### src/rtl/ex_mem_pipe_stage.sv
// ex_mem_pipe_stage
//   EX->MEM pipeline register with a valid/ready handshake on both sides and a
//   two-entry skid buffer (MAIN drives the outputs, SKID catches the entry that
//   arrives in the cycle downstream stalls). in_ready is registered, so the
//   upstream ready path never depends combinationally on out_ready.
//   A synchronous flush empties the stage. stall_cnt counts cycles where an
//   entry is presented but not taken, and saturates at its maximum value.
// Ports
//   clk, reset_in (async, active-low), flush_in (sync)
//   upstream  : in_valid, in_ready, RegWrite_in, MemtoReg_in, MemRead_in,
//               MemWrite_in, ALU_Result_in, RT_data_in, WriteReg_in
//   downstream: out_valid, out_ready, RegWrite_out, MemtoReg_out, MemRead_out,
//               MemWrite_out, ALU_Result_out, RT_data_out, WriteReg_out
//   status    : stall_cnt
module ex_mem_pipe_stage #(
    parameter int DATA_W = 32,
    parameter int REG_AW = 5,
    parameter int CNT_W  = 16
) (
    input  logic              clk,
    input  logic              reset_in,
    input  logic              flush_in,
    input  logic              in_valid,
    output logic              in_ready,
    input  logic              RegWrite_in,
    input  logic              MemtoReg_in,
    input  logic              MemRead_in,
    input  logic              MemWrite_in,
    input  logic [DATA_W-1:0] ALU_Result_in,
    input  logic [DATA_W-1:0] RT_data_in,
    input  logic [REG_AW-1:0] WriteReg_in,
    output logic              out_valid,
    input  logic              out_ready,
    output logic              RegWrite_out,
    output logic              MemtoReg_out,
    output logic              MemRead_out,
    output logic              MemWrite_out,
    output logic [DATA_W-1:0] ALU_Result_out,
    output logic [DATA_W-1:0] RT_data_out,
    output logic [REG_AW-1:0] WriteReg_out,
    output logic [CNT_W-1:0]  stall_cnt
);

    typedef enum logic [1:0] {
        EMPTY = 2'd0,
        ONE   = 2'd1,
        FULL  = 2'd2
    } state_t;

    state_t state, state_n;

    // Control bits packed as {RegWrite, MemtoReg, MemRead, MemWrite}
    logic [3:0]        main_ctrl, main_ctrl_n, skid_ctrl, skid_ctrl_n;
    logic [DATA_W-1:0] main_alu,  main_alu_n,  skid_alu,  skid_alu_n;
    logic [DATA_W-1:0] main_rt,   main_rt_n,   skid_rt,   skid_rt_n;
    logic [REG_AW-1:0] main_wr,   main_wr_n,   skid_wr,   skid_wr_n;
    logic              in_ready_n;
    logic              acc, drn;
    logic [3:0]        in_ctrl;

    always_comb begin
        out_valid = (state != EMPTY);
        in_ctrl   = {RegWrite_in, MemtoReg_in, MemRead_in, MemWrite_in};
        acc       = in_valid & in_ready;
        drn       = out_valid & out_ready;
    end

    always_comb begin
        state_n     = state;
        main_ctrl_n = main_ctrl;
        main_alu_n  = main_alu;
        main_rt_n   = main_rt;
        main_wr_n   = main_wr;
        skid_ctrl_n = skid_ctrl;
        skid_alu_n  = skid_alu;
        skid_rt_n   = skid_rt;
        skid_wr_n   = skid_wr;

        case (state)
            EMPTY: begin
                if (acc) begin
                    main_ctrl_n = in_ctrl;
                    main_alu_n  = ALU_Result_in;
                    main_rt_n   = RT_data_in;
                    main_wr_n   = WriteReg_in;
                    state_n     = ONE;
                end
            end
            ONE: begin
                if (acc && drn) begin
                    main_ctrl_n = in_ctrl;
                    main_alu_n  = ALU_Result_in;
                    main_rt_n   = RT_data_in;
                    main_wr_n   = WriteReg_in;
                end else if (acc) begin
                    skid_ctrl_n = in_ctrl;
                    skid_alu_n  = ALU_Result_in;
                    skid_rt_n   = RT_data_in;
                    skid_wr_n   = WriteReg_in;
                    state_n     = FULL;
                end else if (drn) begin
                    // Clearing control here keeps bubbles harmless downstream
                    main_ctrl_n = '0;
                    state_n     = EMPTY;
                end
            end
            FULL: begin
                if (drn) begin
                    main_ctrl_n = skid_ctrl;
                    main_alu_n  = skid_alu;
                    main_rt_n   = skid_rt;
                    main_wr_n   = skid_wr;
                    skid_ctrl_n = '0;
                    state_n     = ONE;
                end
            end
            default: begin
                main_ctrl_n = '0;
                skid_ctrl_n = '0;
                state_n     = EMPTY;
            end
        endcase

        // Flush wins: payload registers keep their pre-flush contents so a
        // discarded same-cycle input never shows up on the held outputs.
        if (flush_in) begin
            state_n     = EMPTY;
            main_ctrl_n = '0;
            skid_ctrl_n = '0;
            main_alu_n  = main_alu;
            main_rt_n   = main_rt;
            main_wr_n   = main_wr;
            skid_alu_n  = skid_alu;
            skid_rt_n   = skid_rt;
            skid_wr_n   = skid_wr;
        end

        in_ready_n = (state_n != FULL);
    end

    always_ff @(posedge clk or negedge reset_in) begin
        if (!reset_in) begin
            state     <= EMPTY;
            in_ready  <= 1'b1;
            main_ctrl <= '0;
            main_alu  <= '0;
            main_rt   <= '0;
            main_wr   <= '0;
            skid_ctrl <= '0;
            skid_alu  <= '0;
            skid_rt   <= '0;
            skid_wr   <= '0;
        end else begin
            state     <= state_n;
            in_ready  <= in_ready_n;
            main_ctrl <= main_ctrl_n;
            main_alu  <= main_alu_n;
            main_rt   <= main_rt_n;
            main_wr   <= main_wr_n;
            skid_ctrl <= skid_ctrl_n;
            skid_alu  <= skid_alu_n;
            skid_rt   <= skid_rt_n;
            skid_wr   <= skid_wr_n;
        end
    end

    always_ff @(posedge clk or negedge reset_in) begin
        if (!reset_in) begin
            stall_cnt <= '0;
        end else if (out_valid && !out_ready && (stall_cnt != '1)) begin
            stall_cnt <= stall_cnt + 1'b1;
        end
    end

    always_comb begin
        {RegWrite_out, MemtoReg_out, MemRead_out, MemWrite_out} = main_ctrl;
        ALU_Result_out = main_alu;
        RT_data_out    = main_rt;
        WriteReg_out   = main_wr;
    end

endmodule
### config.mk
export PLATFORM = sky130hd
export DESIGN_NAME = ex_mem_pipe_stage
export DESIGN_NICKNAME = d
export VERILOG_FILES = /design/src/rtl/ex_mem_pipe_stage.sv
export SDC_FILE = /design/constraint.sdc
export NUM_CORES = 1
export LEC_CHECK = 0
export ABC_AREA = 0
export CORE_AREA = 2 2 143 145
export DETAILED_ROUTE_END_ITERATION = 10
export DIE_AREA = 0 0 145 147
export PLACE_DENSITY = 0.59
export SYNTH_ARGS = -nofsm -noshare
export SYNTH_HDL_FRONTEND = slang
export SYNTH_SLANG_ARGS = --single-unit
### constraint.sdc
create_clock -name clk -period 2.2 [get_ports clk]
set_input_delay 0.22 -clock clk [delete_from_list [all_inputs] [get_ports clk]]
set_output_delay 0.22 -clock clk [all_outputs]
set_load 0.005 [all_outputs]
==> results_dict.tcl <==
set metrics [dict create \
    die_w_um 145 \
    post-route-min-period_ps 1980 \
    power.leakage_nw 4.26 \
    fin_crit_sh 0.902 \
    wl_per_cell_um 16.9 \
    hp-class "in -> async" \
    core_mm2 0.0198 \
    synth_top_area_frac 0.559 \
    crit_chain "nand2_1 > or3_4 > a21oi_4 > buf_12 > buf_12 > mux2_2" \
    dp.final_hpwl_um 11100 \
    grt_antenna_before_repair 1 \
    ff2ff_setup_slack_ps 220 \
    slowest_stage "dfstp_2" \
    critPathMaxFanout 18 \
    die_area_mm2 0.0213 \
    syn_area_per_cell_um2 14.7 \
    powerDensity_mw_per_mm2 929 \
    ys_seq_area_frac 0.563 \
    finClkSkew_ps 8.13 \
    status "finished clean" \
    start_util 0.370 \
    r2r_end "WriteReg_out[1]" \
    first_global_vias 5027 \
    synth_ff_type "dfrtp_1" \
    slew_headroom 0.641 \
    rows 52 \
    cts_max_path_buffers 2 \
    r2r_start "in_ready" \
    cts-buffers-inserted 17 \
    drc 0 \
    worst_skew_pair.late_latency_ps 410 \
    ys_ff_latch 165 \
    worstSetupPathType "reg -> reg" \
    total_power_mw 9.43 \
    async_reset_ff_frac 1.00 \
    clock_sinks 165 \
    routabilityCongestion 0.802 \
    synth_area_mm2 0.00734 \
    hold_viol_final 0 \
    drive_gt1_frac 0.380 \
    finalSetupViolCount 0 \
    required_ps 2490 \
    syn_inst 498 \
    synth_cell_types 45 \
    yosysWarnings 0 \
    synth_nets 577 \
    clkTransAtPathRegs_ps 60 \
    vias 4660 \
    synth_area_leader_cell "dfrtp_1" \
    synth_edf_count 0 \
    grt_setup_unrepaired "no" \
    grt_max_degree 59 \
    slew_violations 0 \
    finalNetCount 759 \
    start_kind "flop" \
    max_cap_viol_count 0 \
    grt_pass1_wl_um 26700 \
    first_pass_iters 5 \
    ir_drop_v 0.000554 \
    crit_arrival_ps 2280 \
    clockRootBuffer "clkbuf_16" \
    area_delta_synth_final_pct 38.3 \
    grt_util_all_layers 0.157 \
    numPortBuffers 168 \
    tightest_slew_ps 539 \
    die_height_um 147 \
    critPathCaptureType "flop" \
    crit_top_cell "buf_12" \
    cts_tree "yes" \
    r2r_cells 6 \
    htreeDepth 4 \
    overflow 0 \
    final_antenna_net_count 0 \
    vias_per_cell 4.84 \
    n_antenna_cell 0 \
    synthTopCellsByArea "dfrtp_1 (56%), mux2_2 (30%), mux2_4 (2.0%)" \
    slowest_delay_ps 560 \
    finalSetupTns_ps 0 \
    drt_iter0_markers 168 \
    ios 169 \
    post_cts_resize_count 0 \
    routed_wl_um 16200 \
    fmax_mhz 504 \
]
-- placed cells by master (no fill, tap or decap), types with 6 or more instances in the layout --
cell type	netlist	layout
nand2_1	12	11
clkbuf_16	0	17
mux2_2	193	193
nand3_1	8	8
xor2_1	11	11
buf_12	0	10
buf_4	7	9
clkdlybuf4s50_1	0	167
mux2_4	10	10
dfrtp_1	164	164
nor3_1	6	6
-- routing by layer --
| metal | share of wire | global-route usage | wire (um) |
|---|---|---|---|
| met4 | 0.013 | 0.0525 | 219 |
| met1 | 0.47 | 0.207 | 7590 |
| met2 | 0.46 | 0.249 | 7510 |
| met3 | 0.056 | 0.0472 | 915 |
| met5 | 0.00080 | 0 | 13 |
-- cell usage after synthesis (2+ instances only) --
cell and n:
mux2_4 10, a21oi_1 4, a22oi_1 4, xnor2_1 3
o2bb2ai_1 4, o21a_1 2, xor2_1 11, nand4_1 4
clkbuf_1 2, buf_2 13, mux2i_1 4, or2_2 4
nor4_1 3, inv_1 5, mux2_2 193, nor3_1 6
nor3b_1 2, buf_4 7, dfrtp_1 164, nand3_1 8
mux2_1 5, nor2b_1 2, nand2_1 12, nor2_1 5
-- worst max path at each step --
stage	startpoint	end	slack, ps	cells past startpoint
global route	stall_cnt[0]	stall_cnt[1]	130	6
detailed placement	in_valid	ALU_Result_out[20]	30	7
finish	in_ready	WriteReg_out[1]	220	6
global placement	in_valid	ALU_Result_out[20]	40	7
floorplan	in_ready	ALU_Result_out[30]	240	6
CTS	in_ready	ALU_Result_out[20]	200	6
-- cell families (layout without fill, tap and decap cells) --
kind of cell,after synthesis,count (layout),share of synthesized area
AOI/OAI and AO/OA,21,21,0.0233
xor gates and xnor gates,14,14,0.0167
adders and majority gates,1,1,0.00170
buffers and inverters,30,225,0.0237
DFF,165,165,0.563
muxes,212,212,0.330
and+or+nand+nor,55,55,0.0424
-- critical path, delay by kind of cell, from the launching register on --
family,cells,cell delay (ps)
AO/OA/AOI/OAI,1,170
buffers and inverters,2,320
flip-flops,1,560
multiplexers,1,340
AND/OR/NAND/NOR,2,450
-- what timing repair did --
action,4_1_cts,5_1_grt
setup endpoints to repair,0,0
hold buffers,1,0
endpoints found under the hold margin,50,0
setup buffers,0,0
-- state kept, by name, indices dropped and copies added (netlist names) --
name,flops
ALU_Result_out,32
RT_data_out,32
WriteReg_out,5
in_ready,1
main_ctrl,4
skid_alu,32
skid_ctrl,4
skid_rt,32
skid_wr,5
stall_cnt,16
state,2
-- stage by stage --
step	instances	hold slack (ps)	instance area [um2]	utilization	worst slack [ps]
final	963	333	10200	0.512	215
after global routing	963	375	10200	0.512	130
after CTS	963	342	10200	0.512	196
after detailed placement	930	217	9490	0.478	25.8
after global placement	930	208	9490	0.478	38.0
after floorplan	498	-75.6	7340	-	244
-- area by class of cell --
cell class | count | area, um2
clock buffers | 25 | 485
clock inverters | 7 | 166
fillers | 1688 | 9690
inverters | 5 | 18.8
multi-input cells | 303 | 3050
flip-flops and latches | 165 | 4130
well taps | 270 | 338
repair buffers | 188 | 1960
-- report_power, final --
| group | total [mW] | leakage (nW) | switching, mW | internal [mW] |
|---|---|---|---|---|
| combinational | 1.99 | 1.93 | 0.610 | 1.38 |
| sequential | 4.18 | 2.02 | 0.410 | 3.77 |
| clock | 3.26 | 0.312 | 1.15 | 2.11 |
| total | 9.43 | 4.26 | 2.17 | 7.26 |
Power figures use the tool's default switching activity.
